`src/rtl/series_datapath.sv`:
```
// Datapath for the iterative series evaluator: X/T/R/C/RC registers, a saturating
// fixed-point multiply/add ALU, and the registered termination flag lt.
module series_datapath #(
  parameter int          W    = 16,
  parameter int          FRAC = 12,
  parameter int          CW   = 4,
  parameter int unsigned EPS  = 32'h0010
) (
  input  logic          clk,
  input  logic          rst,
  input  logic [W-1:0]  x_in,
  input  logic          initt,
  input  logic          initr,
  input  logic          initc,
  input  logic          ld_x,
  input  logic          ld_t,
  input  logic          ld_r,
  input  logic          ld_c,
  input  logic          cnt,
  input  logic          s2,
  input  logic          s1,
  input  logic          s0,
  input  logic          mode,
  output logic          lt,
  output logic [W-1:0]  result,
  output logic [CW-1:0] c_out
);

  localparam logic [W-1:0] MAXV  = {1'b0, {(W-1){1'b1}}};
  localparam logic [W-1:0] MINV  = {1'b1, {(W-1){1'b0}}};
  localparam logic [W-1:0] EPS_W = W'(EPS);
  localparam logic [W-1:0] ONE   = W'(1) << FRAC;
  localparam logic signed [2*W-1:0] MAXP = {{(W+1){1'b0}}, {(W-1){1'b1}}};
  localparam logic signed [2*W-1:0] MINP = {{(W+1){1'b1}}, {(W-1){1'b0}}};

  logic signed [W-1:0] r_x, r_t, r_r, r_rc;
  logic [CW-1:0]       r_c;
  logic                r_lt;

  // round(2^FRAC / k), saturated; index 0 maps to max positive
  function automatic logic [W-1:0] rom_val(input int k);
    longint q;
    if (k == 0) return MAXV;
    q = ((longint'(1) << FRAC) + longint'(k / 2)) / longint'(k);
    if (q > longint'(MAXV)) return MAXV;
    return W'(q);
  endfunction

  logic [W-1:0] w_rom [2**CW];
  for (genvar k = 0; k < 2**CW; k++) begin : g_rom
    assign w_rom[k] = rom_val(k);
  end

  // multiplier path
  logic signed [W-1:0]   w_ma, w_mb;
  logic signed [2*W-1:0] w_prod, w_sh;
  logic [W-1:0]          w_mul;

  always_comb begin
    w_ma = r_t;
    w_mb = r_x;
    case ({s1, s0})
      2'b00: begin w_ma = r_t; w_mb = r_x;  end
      2'b01: begin w_ma = r_t; w_mb = r_rc; end
      2'b10: begin w_ma = r_x; w_mb = r_x;  end
      default: begin w_ma = r_r; w_mb = r_x; end
    endcase
  end

  assign w_prod = w_ma * w_mb;
  assign w_sh   = w_prod >>> FRAC;   // arithmetic shift floors toward -inf
  assign w_mul  = (w_sh > MAXP) ? MAXV : (w_sh < MINP) ? MINV : w_sh[W-1:0];

  // adder path
  logic signed [W-1:0] w_ap, w_aq;
  logic signed [W:0]   w_sum;
  logic [W-1:0]        w_add, w_alu;

  always_comb begin
    w_ap = r_r;
    w_aq = r_t;
    case ({s1, s0})
      2'b00:   begin w_ap = r_r; w_aq = r_t; end
      2'b01:   begin w_ap = r_t; w_aq = r_x; end
      default: begin w_ap = r_r; w_aq = r_x; end
    endcase
  end

  assign w_sum = mode ? ({w_ap[W-1], w_ap} - {w_aq[W-1], w_aq})
                      : ({w_ap[W-1], w_ap} + {w_aq[W-1], w_aq});
  assign w_add = (w_sum[W] == w_sum[W-1]) ? w_sum[W-1:0] : (w_sum[W] ? MINV : MAXV);
  assign w_alu = !s2 ? w_mul : ({s1, s0} == 2'b11) ? r_t : w_add;

  // |T| with the most-negative value pinned to max so it is never "small"
  logic [W-1:0] w_abs;
  logic         w_lt_nxt;
  always_comb begin
    if (r_t == MINV)   w_abs = MAXV;
    else if (r_t[W-1]) w_abs = -r_t;
    else               w_abs = r_t;
  end
  assign w_lt_nxt = (w_abs < EPS_W) || (r_c == {CW{1'b1}});

  always_ff @(posedge clk or negedge rst) begin
    if (!rst) begin
      r_x  <= '0;
      r_t  <= '0;
      r_r  <= '0;
      r_c  <= '0;
      r_rc <= '0;
      r_lt <= 1'b0;
    end else begin
      if (ld_x)       r_x <= x_in;
      if (initt)      r_t <= ONE;
      else if (ld_t)  r_t <= w_alu;
      if (initr)      r_r <= '0;
      else if (ld_r)  r_r <= w_alu;
      if (initc)      r_c <= CW'(1);
      else if (cnt)   r_c <= r_c + CW'(1);
      if (ld_c)       r_rc <= w_rom[r_c];
      r_lt <= w_lt_nxt;
    end
  end

  assign lt     = r_lt;
  assign result = r_r;
  assign c_out  = r_c;

endmodule

```
`config.mk`:
```
export PLATFORM = sky130hd
export DESIGN_NAME = series_datapath
export DESIGN_NICKNAME = d
export VERILOG_FILES = /design/src/rtl/series_datapath.sv
export SDC_FILE = /design/constraint.sdc
export NUM_CORES = 1
export LEC_CHECK = 0
export ABC_AREA = 1
export BUFFER_PORTS_ARGS = -buffer_cell sky130_fd_sc_hd__clkbuf_2
export CAP_MARGIN = 20
export CORE_ASPECT_RATIO = 2
export CORE_MARGIN = 1.5
export CORE_UTILIZATION = 50
export DETAILED_ROUTE_END_ITERATION = 7
export GPL_TIMING_DRIVEN = 0
export PLACE_DENSITY = 0.72
export SLEW_MARGIN = 20
export SYNTH_ARGS = -nofsm -noshare
export SYNTH_HDL_FRONTEND = slang
export SYNTH_SLANG_ARGS = --single-unit
```
`constraint.sdc`:
```
create_clock -name clk -period 10.35 [get_ports clk]
set_clock_uncertainty 0.2 [all_clocks]
set_input_delay 0.5175 -clock clk [delete_from_list [all_inputs] [get_ports clk]]
set_output_delay 0.5175 -clock clk [all_outputs]
set_load 0.02 [all_outputs]
```
---- After elaboration in Yosys (flattened, before gate mapping) ----
Memories as Yosys holds them, arrays and structs flattened. A register that Yosys moved wholly into a read port is not among the register bits.
Index checks and enable logic that the tools add are counted.
storage, ports and cells
  ROM bits ................................ 256
  memories ................................ 1
  flip-flop bits (word level) ............. 53
  output and inout bits ................... 21
  bits in latches ......................... 0
  memory bits (writable) .................. 0
  logic and storage cells ................. 47
memories
  memory            words  width  read ports  clocked after memory_dff  wr ports  line  RTL
  (name not given)  16     16     1           1                         0         120   if (ld_c) r_rc <= w_rom[r_c];
operators by class
  multiplexer cells ....................... 19
  divide/modulo/power cells ............... 0
  reduce and logical (&&, ||, !) cells .... 7
  bitwise gates (word level) .............. 1
  $lt $le $gt $ge ......................... 3
  add/sub/neg operators ................... 4
  eq/ne operators ......................... 6
  shift operators ......................... 0
  multiply operators ...................... 1
operator list
  operator              number
  $mux 16               15
  $mul 16x16->32        1
  $pmux 16 s2           1
  $gt 20x16->1 const B  1
  $lt 20x16->1 const B  1
  $add 16x16->17        1
  $mux 17               1
  $sub 16x16->17        1
  $eq 16x16->1 const B  1
  $lt 16x5->1 const B   1
  $neg 16->16           1
  $mux 4                2
  $reduce_bool 2->1     3
  $not 4->5             1
  $add 4x1->4 const B   1
  $eq 2x2->1 const B    2
  $eq 4x4->1 const B    1
  $eq 2x1->1 const B    1
  $logic_not 2->1       1
  $reduce_or 2->1       1
  $eq 1x1->1            1
  $logic_not 1->1       1
  $logic_or 1x1->1      1

---- Depth between registers and ports, before layout ----
Gate-level depths: netlist (run 1).
  word-level depth ........................ 10
  mapped depth ............................ 40
  depth with buffers taken out ............ 35

---- Worst setup path after synthesis (run 1) ----
Ideal clock, no wire load.
  path type ............................... in2reg
  start point ............................. in s1
  end point ............................... reg r_r[10], in the netlist result[10]
  arrival time ............................ 7.082 ns
  library setup time ...................... 0.118 ns
  required time ........................... 10.032 ns
  setup slack ............................. 2.950 ns
  cell stages on the path ................. 33
  cells stage by stage .................... buf_6 -> inv_4 -> buf_6 -> nor2_1 -> clkbuf_1 -> inv_1 -> o21ai_1 -> clkinv_1 -> nand2_1 -> fa_1 -> inv_1 -> fa_1 -> fa_1 -> fa_1 -> fa_1 -> inv_1 -> fa_1 -> inv_1 -> ha_1 -> a21oi_1 -> a21boi_0 -> nand2_1 -> a21oi_1 -> nand3_1 -> nand2_1 -> nand3_1 -> nor2_1 -> nand2_1 -> a21oi_4 -> buf_6 -> nand2_2 -> nand3_1 -> nand2_1
between the ends
  cells in the longest elaborated chain, start to end .. 10
RTL lines
  what                                                                line    RTL
  start, declared                                                     21      input logic s1,
  $eq 2x1->1 / $logic_not 2->1 (equally long branches)                62, 82
  $reduce_or 2->1 (no source line) / $mux 16 (equally long branches)  n/a
  $pmux 16 s2, or another cell as far along                           62      case ({s1, s0})
  $mul 16x16->32 / $mux 17 (equally long branches)                    70, 89
  $lt 20x16->1, or another cell as far along                          72      assign w_mul = (w_sh > MAXP) ? MAXV : (w_sh < MINP) ? MINV : w_sh[W-1:0];
  $mux 16, on equally long branches                                   72, 91
  $mux 16, on equally long branches                                   72, 92
  $mux 16 *                                                           92      assign w_alu = !s2 ? w_mul : ({s1, s0} == 2'b11) ? r_t : w_add;
  $mux 16 *                                                           117     else if (ld_r) r_r <= w_alu;
  $mux 16 *                                                           116     if (initr) r_r <= '0;
  end signal, assigned                                                117
  end, declared                                                       36      logic signed [W-1:0] r_x, r_t, r_r, r_rc;
Mark *: on every way between the ends. The rest lies on a longest branch, timed or not. The select of a mux whose other input is x is not followed.
A chain may end at the register's enable or synchronous reset.

---- Final worst setup path (run 1) ----
  start point ............................. in s1
  end point ............................... reg r_r[8], in the netlist result[8]
Same word-level chain as after synthesis.

==> flow_summary.yaml, run 1 <==
synthesis:
  synthTopCellsByArea: "fa_1 34%, nand2_1 12%, inv_1 11%"
  postSynthCellCount: 2082
  synth_edf_count: 0
  synth_common_cells: "484 x nand2_1, 463 x inv_1, 262 x fa_1"
  synth_area_leader_cell: "fa_1"
  postSynth.asyncResetShare_pct: 100.0
  synth-main-ff-cell: "dfrtp_1"
  synth.top_cell.area_share_pct: 33.85
  ys_seq_elements: 67
  synth_fp_nets: 2477
  syn_avg_cell_area_um2: 7.443
  synth_warnings: 0
  ys_seq_area_share_pct: 10.82
  synth_most_common_cell: "nand2_1"
  ys_types: 46
  syn-cell-area_mm2: 0.01550
cts:
  cts_setup_buffers: 0
  clk_path_buf_depth: 2
  root_buffer: "clkbuf_16"
  cts_htree_levels: 3
  path_clk_slew_ns: 0.06
  numCtsBuffers: 9
  cts.sinks: 67
  cts_resized: 0
  worstSkewPairLatency_ns: 0.34
  cts_tree: "yes"
global_route:
  grt_pass1_wl_mm: 73.11
  overflow: 0
  grt_max_degree: 47
  grt_pass1_vias: 13500
  grt_usage_pct: 29.71
  antenna_found_initial: 0
timing:
  fmax_ghz: 0.1117
  worst_pin_slew_ns: 1.180
  rsz0062_at_grt: "no"
  setup_viol: 0
  setup_slack_ns: 1.396
  slew_viol_final: 0
  min_period_ns: 8.955
  hold_violations: 0
  fin_crit_sh_pct: 86.52
  slew_headroom_pct: 20.48
  final.setup.tns_ns: 0
drt:
  final_antenna_net_count: 0
  vias: 13680
  wl_per_cell_um: 18.07
  drc: 0
  firstDrtPassIters: 6
  drtIter0Drc: 1261
  drt-total-wl_mm: 45.51
  drt-vias-per-instance: 5.434
setup_path:
  start_kind: "primary input"
  timing_worst_setup_path_type: "primary input to flop"
  ff2ff_path_depth: 30
  crit_arrival_ns: 8.97
  reg2reg_from: "r_t[15]"
  max_stage_delay_ns: 0.90
  worst_ep_required_time_ns: 10.37
  cp-startpoint: "s1"
  cp-end-kind: "flop"
  crit_top_cell: "fa_1"
  cp_max_fo: 10
  slowest_stage: "o21ai_1"
die:
  die_w_um: 127.5
  initial_core_util_pct: 50.59
  pin_count: 51
  die_area_mm2: 0.03212
  num_rows: 91
  die_h_um: 252.0
  core_mm2: 0.03063
layout:
  drive_above_1_share_pct: 5.732
  nFillCells: 2951
  multi_input_area_mm2: 0.01176
  final_cells: 2518
  antennaDiodeCount: 0
  nNetsFinal: 2536
  area_growth_pct: 6.742
  final-seq-area_mm2: 0.001677
run_status:
  status: "finished, final reports clean"
place:
  dp_cells: 2501
  place.gp.congestion: 1.008
  dp_slack_ns: 1.167
  hpwl_mm: 38.64
  port_buffers: 46
worst_hold_path:
  worstHoldPathType: "primary input to flop"
  min_path_cells: 2
  min_from: "initc"
run:
  max_cap_viol_count: 0
[worst paths after layout]
path / endpoint / slack, ns
min in group asynchronous: c_out[3] / 0.45
max reg2reg: result[8] / 1.52
min: c_out[1] / 0.18
max in group asynchronous: r_x[2] / 8.95
min reg2reg: r_t[1] / 0.30
max: result[8] / 1.40
[kinds of logic (layout without fill, tap and decap cells)]
logic type               Yosys count  in the layout  share of synthesized area, %
AO/OA/AOI/OAI                    237            237                         8.462
XOR/XNOR                          55             55                         3.109
adder cells (fa/ha/maj)          365            365                         42.16
buffers and inverters            529            593                         13.32
flip-flops                        67             67                         10.82
AND/OR/NAND/NOR                  829            829                         22.12
[worst max-delay path: cells and delay by family]
| kind | cells | cell delay, ns |
|---|---|---|
| buf+inv | 10 | 1.96 |
| fa+ha+maj | 7 | 3.43 |
| simple gates | 11 | 1.19 |
| compound gates | 5 | 1.86 |
[flip-flops by register name, indices dropped and copies added (netlist names)]
register and cells:
result 16, r_rc 14, r_t 16, c_out 4, lt 1, r_x 16
[final cells by class]
cell class                      instances  area share (%)
Buffer                                 54           1.664
Clock inverter                          7          0.4614
Multi-Input combinational cell       1486           71.11
Sequential cell                        67           10.14
Clock buffer                            9           1.362
Inverter                              475           10.82
Tap cell                              372           2.814
Timing Repair Buffer                   48           1.634
[what timing repair did]
action,4_1_cts,5_1_grt
endpoints found under the setup margin,0,0
hold buffers,1,0
endpoints found under the hold margin,21,0
[per-stage QoR]
stage	area, um2	hold slack, ns	utilization [%]
5_1_grt	16540	0.1778	54.01
3_5_place_dp	16230	0.2773	52.98
2_1_floorplan	15500	0.02191	-
4_1_cts	16540	0.1763	53.99
6_report	16540	0.1804	54.01
3_3_place_gp	16190	0.2667	52.87
[layer usage]
layer | up-vias | GRT usage (%) | share of wire [%]
met1 | 6530 | 40.97 | 40
met4 | 0 | 11.17 | 4.7
met5 | - | 0 | 0
li1 | 6388 | - | -
met3 | 122 | 5.704 | 9.4
met2 | 642 | 46.41 | 46
[cells in the final DEF (no fill, tap or decap), drive strengths merged, types with 27 or more instances in the layout]
| master | synthesis | layout |
|---|---|---|
| a21oi | 75 | 75 |
| clkbuf | 39 | 94 |
| dfrtp | 67 | 67 |
| fa | 262 | 262 |
| ha | 103 | 103 |
| inv | 467 | 469 |
| nand2 | 511 | 511 |
| nand3 | 91 | 91 |
| nor2 | 203 | 203 |
| o21ai | 114 | 114 |
| xnor2 | 28 | 28 |
| xor2 | 27 | 27 |
Power of run 1 is left out: the tool's default activity adds up to more than one toggle a clock period on the data nets, which glitch-free logic cannot reach.
==> inputs of run 2 (changes only) <==
--- a/config.mk
+++ b/config.mk
@@ -12,6 +12,6 @@
 export CORE_MARGIN = 1.5
-export CORE_UTILIZATION = 50
+export CORE_UTILIZATION = 66
 export DETAILED_ROUTE_END_ITERATION = 7
 export GPL_TIMING_DRIVEN = 0
-export PLACE_DENSITY = 0.72
+export PLACE_DENSITY = 0.9
 export SLEW_MARGIN = 20
==> constraint.sdc (replaced) <==
create_clock -name clk -period 10.7 [get_ports clk]
set_clock_uncertainty 0.2 [all_clocks]
set_input_delay 0.535 -clock clk [delete_from_list [all_inputs] [get_ports clk]]
set_output_delay 0.535 -clock clk [all_outputs]
set_load 0.05 [all_outputs]
==> flow_summary.yaml, run 2 (synthesized netlist as in run 1, its figures left out) <==
drt:
  drt-vias-per-instance: 6.040
  firstDrtPassIters: 6
  drc: 0
  drt-total-wl_mm: 54.03
  wl_per_cell_um: 22.24
  vias: 14670
  drtIter0Drc: 891
  final_antenna_net_count: 0
die:
  pin_count: 51
  die_area_mm2: 0.02446
  initial_core_util_pct: 67.00
  core_mm2: 0.02313
  die_h_um: 219.7
  num_rows: 79
  die_w_um: 111.4
cts:
  cts_tree: "yes"
  numCtsBuffers: 9
  root_buffer: "clkbuf_16"
  path_clk_slew_ns: 0.06
  cts_htree_levels: 3
  cts.sinks: 67
  clk_path_buf_depth: 2
  worstSkewPairLatency_ns: 0.36
  cts_setup_buffers: 0
setup_path:
  rrSetupSlack_ns: 1.58
  cp_max_fo: 10
  cp-end-kind: "flop"
  max_stage_delay_ns: 0.76
  timing_worst_setup_path_type: "primary input to flop"
  regToRegEndpoint: "result[7]"
  reg2reg_from: "r_t[15]"
  start_kind: "primary input"
  slowest_stage: "clkinv_1"
  worst_ep_required_time_ns: 10.74
  crit_arrival_ns: 9.40
  ff2ff_path_depth: 31
place:
  hpwl_mm: 44.69
  place.gp.congestion: 1.068
  port_buffers: 46
  dp_slack_ns: 1.291
global_route:
  grt_pass1_vias: 15920
  overflow: 0
  grt_max_degree: 52
  grt_usage_pct: 46.46
  antenna_found_initial: 0
  grt_pass1_wl_mm: 84.08
timing:
  slew_viol_final: 0
  slew_headroom_pct: 15.71
  fmax_ghz: 0.1069
  fin_crit_sh_pct: 87.41
  setup_slack_ns: 1.347
  final.setup.tns_ns: 0
  hold_violations: 0
  rsz0062_at_grt: "no"
  setup_viol: 0
  worst_pin_slew_ns: 1.256
  min_period_ns: 9.353
layout:
  finish.utilization_pct: 70.97
  area_growth_pct: 5.934
  nFillCells: 1994
  drive_above_1_share_pct: 5.825
  nNetsFinal: 2536
  antennaDiodeCount: 0
  mostFrequentLayoutCell: "nand2_1"
  layout_common_cells: "484 x nand2_1, 463 x inv_1, 262 x fa_1"
worst_hold_path:
  worstHoldPathType: "primary input to flop"
  min_from: "x_in[11]"
  hold_path_end: "r_x[11]"
  min_path_cells: 3
run:
  max_cap_viol_count: 0
run_status:
  status: "finished, final reports clean"
[run 2: how the worst max path moves through the flow]
stage          start    endpoint  slack (ns)  cells past startpoint
4_1_cts           s1   result[6]        1.65                     33
2_1_floorplan     s1  result[10]        3.28                     33
6_report          s1   result[7]        1.35                     34
3_5_place_dp      s1   result[6]        1.29                     33
3_3_place_gp      s1   result[6]        1.41                     33
5_1_grt           s1     r_t[10]        1.12                     32
[run 2: per-layer routing]
layer / global-route usage [%] / vias up / wire [um]
met5: 0 / - / 0
met2: 81.04 / 910 / 27100
met4: 50.04 / 0 / 7324
met1: 41.27 / 6960 / 14910
met3: 11.47 / 422 / 4703
li1: - / 6378 / -
[run 2: through the flow]
step,area [um2],hold WS [ns],std cells
3_5_place_dp,16120,0.2496,2412
2_1_floorplan,15500,0.03941,2082
6_report,16420,0.1850,2429
5_1_grt,16420,0.2042,2429
3_3_place_gp,16080,0.2638,2411
4_1_cts,16410,0.1843,2429
[run 2: area by class of cell]
type,instances,area (um2),area share [%]
Multi-Input combinational cell,1486,11770,71.70
Inverter,475,1789,10.90
Sequential cell,67,1677,10.21
Tap cell,283,354.1,2.157
Buffer,54,275.3,1.677
Timing Repair Buffer,48,270.3,1.646
Clock buffer,10,239.0,1.456
Clock inverter,6,41.29,0.2515
[run 2: worst max-delay path: cells and delay by family]
kind                     cells  cell delay (ns)
AND/OR/NAND/NOR             12             1.22
buffers and inverters        9             1.98
AO/OA/AOI/OAI                6             2.22
adder cells (fa/ha/maj)      7             3.39
[run 2: what timing repair did]
action,4_1_cts,5_1_grt
resized for setup,0,0
endpoints found under the setup margin,0,0
hold buffers,1,0
hold endpoints to repair,16,0
Power of run 2 is left out for the same reason.
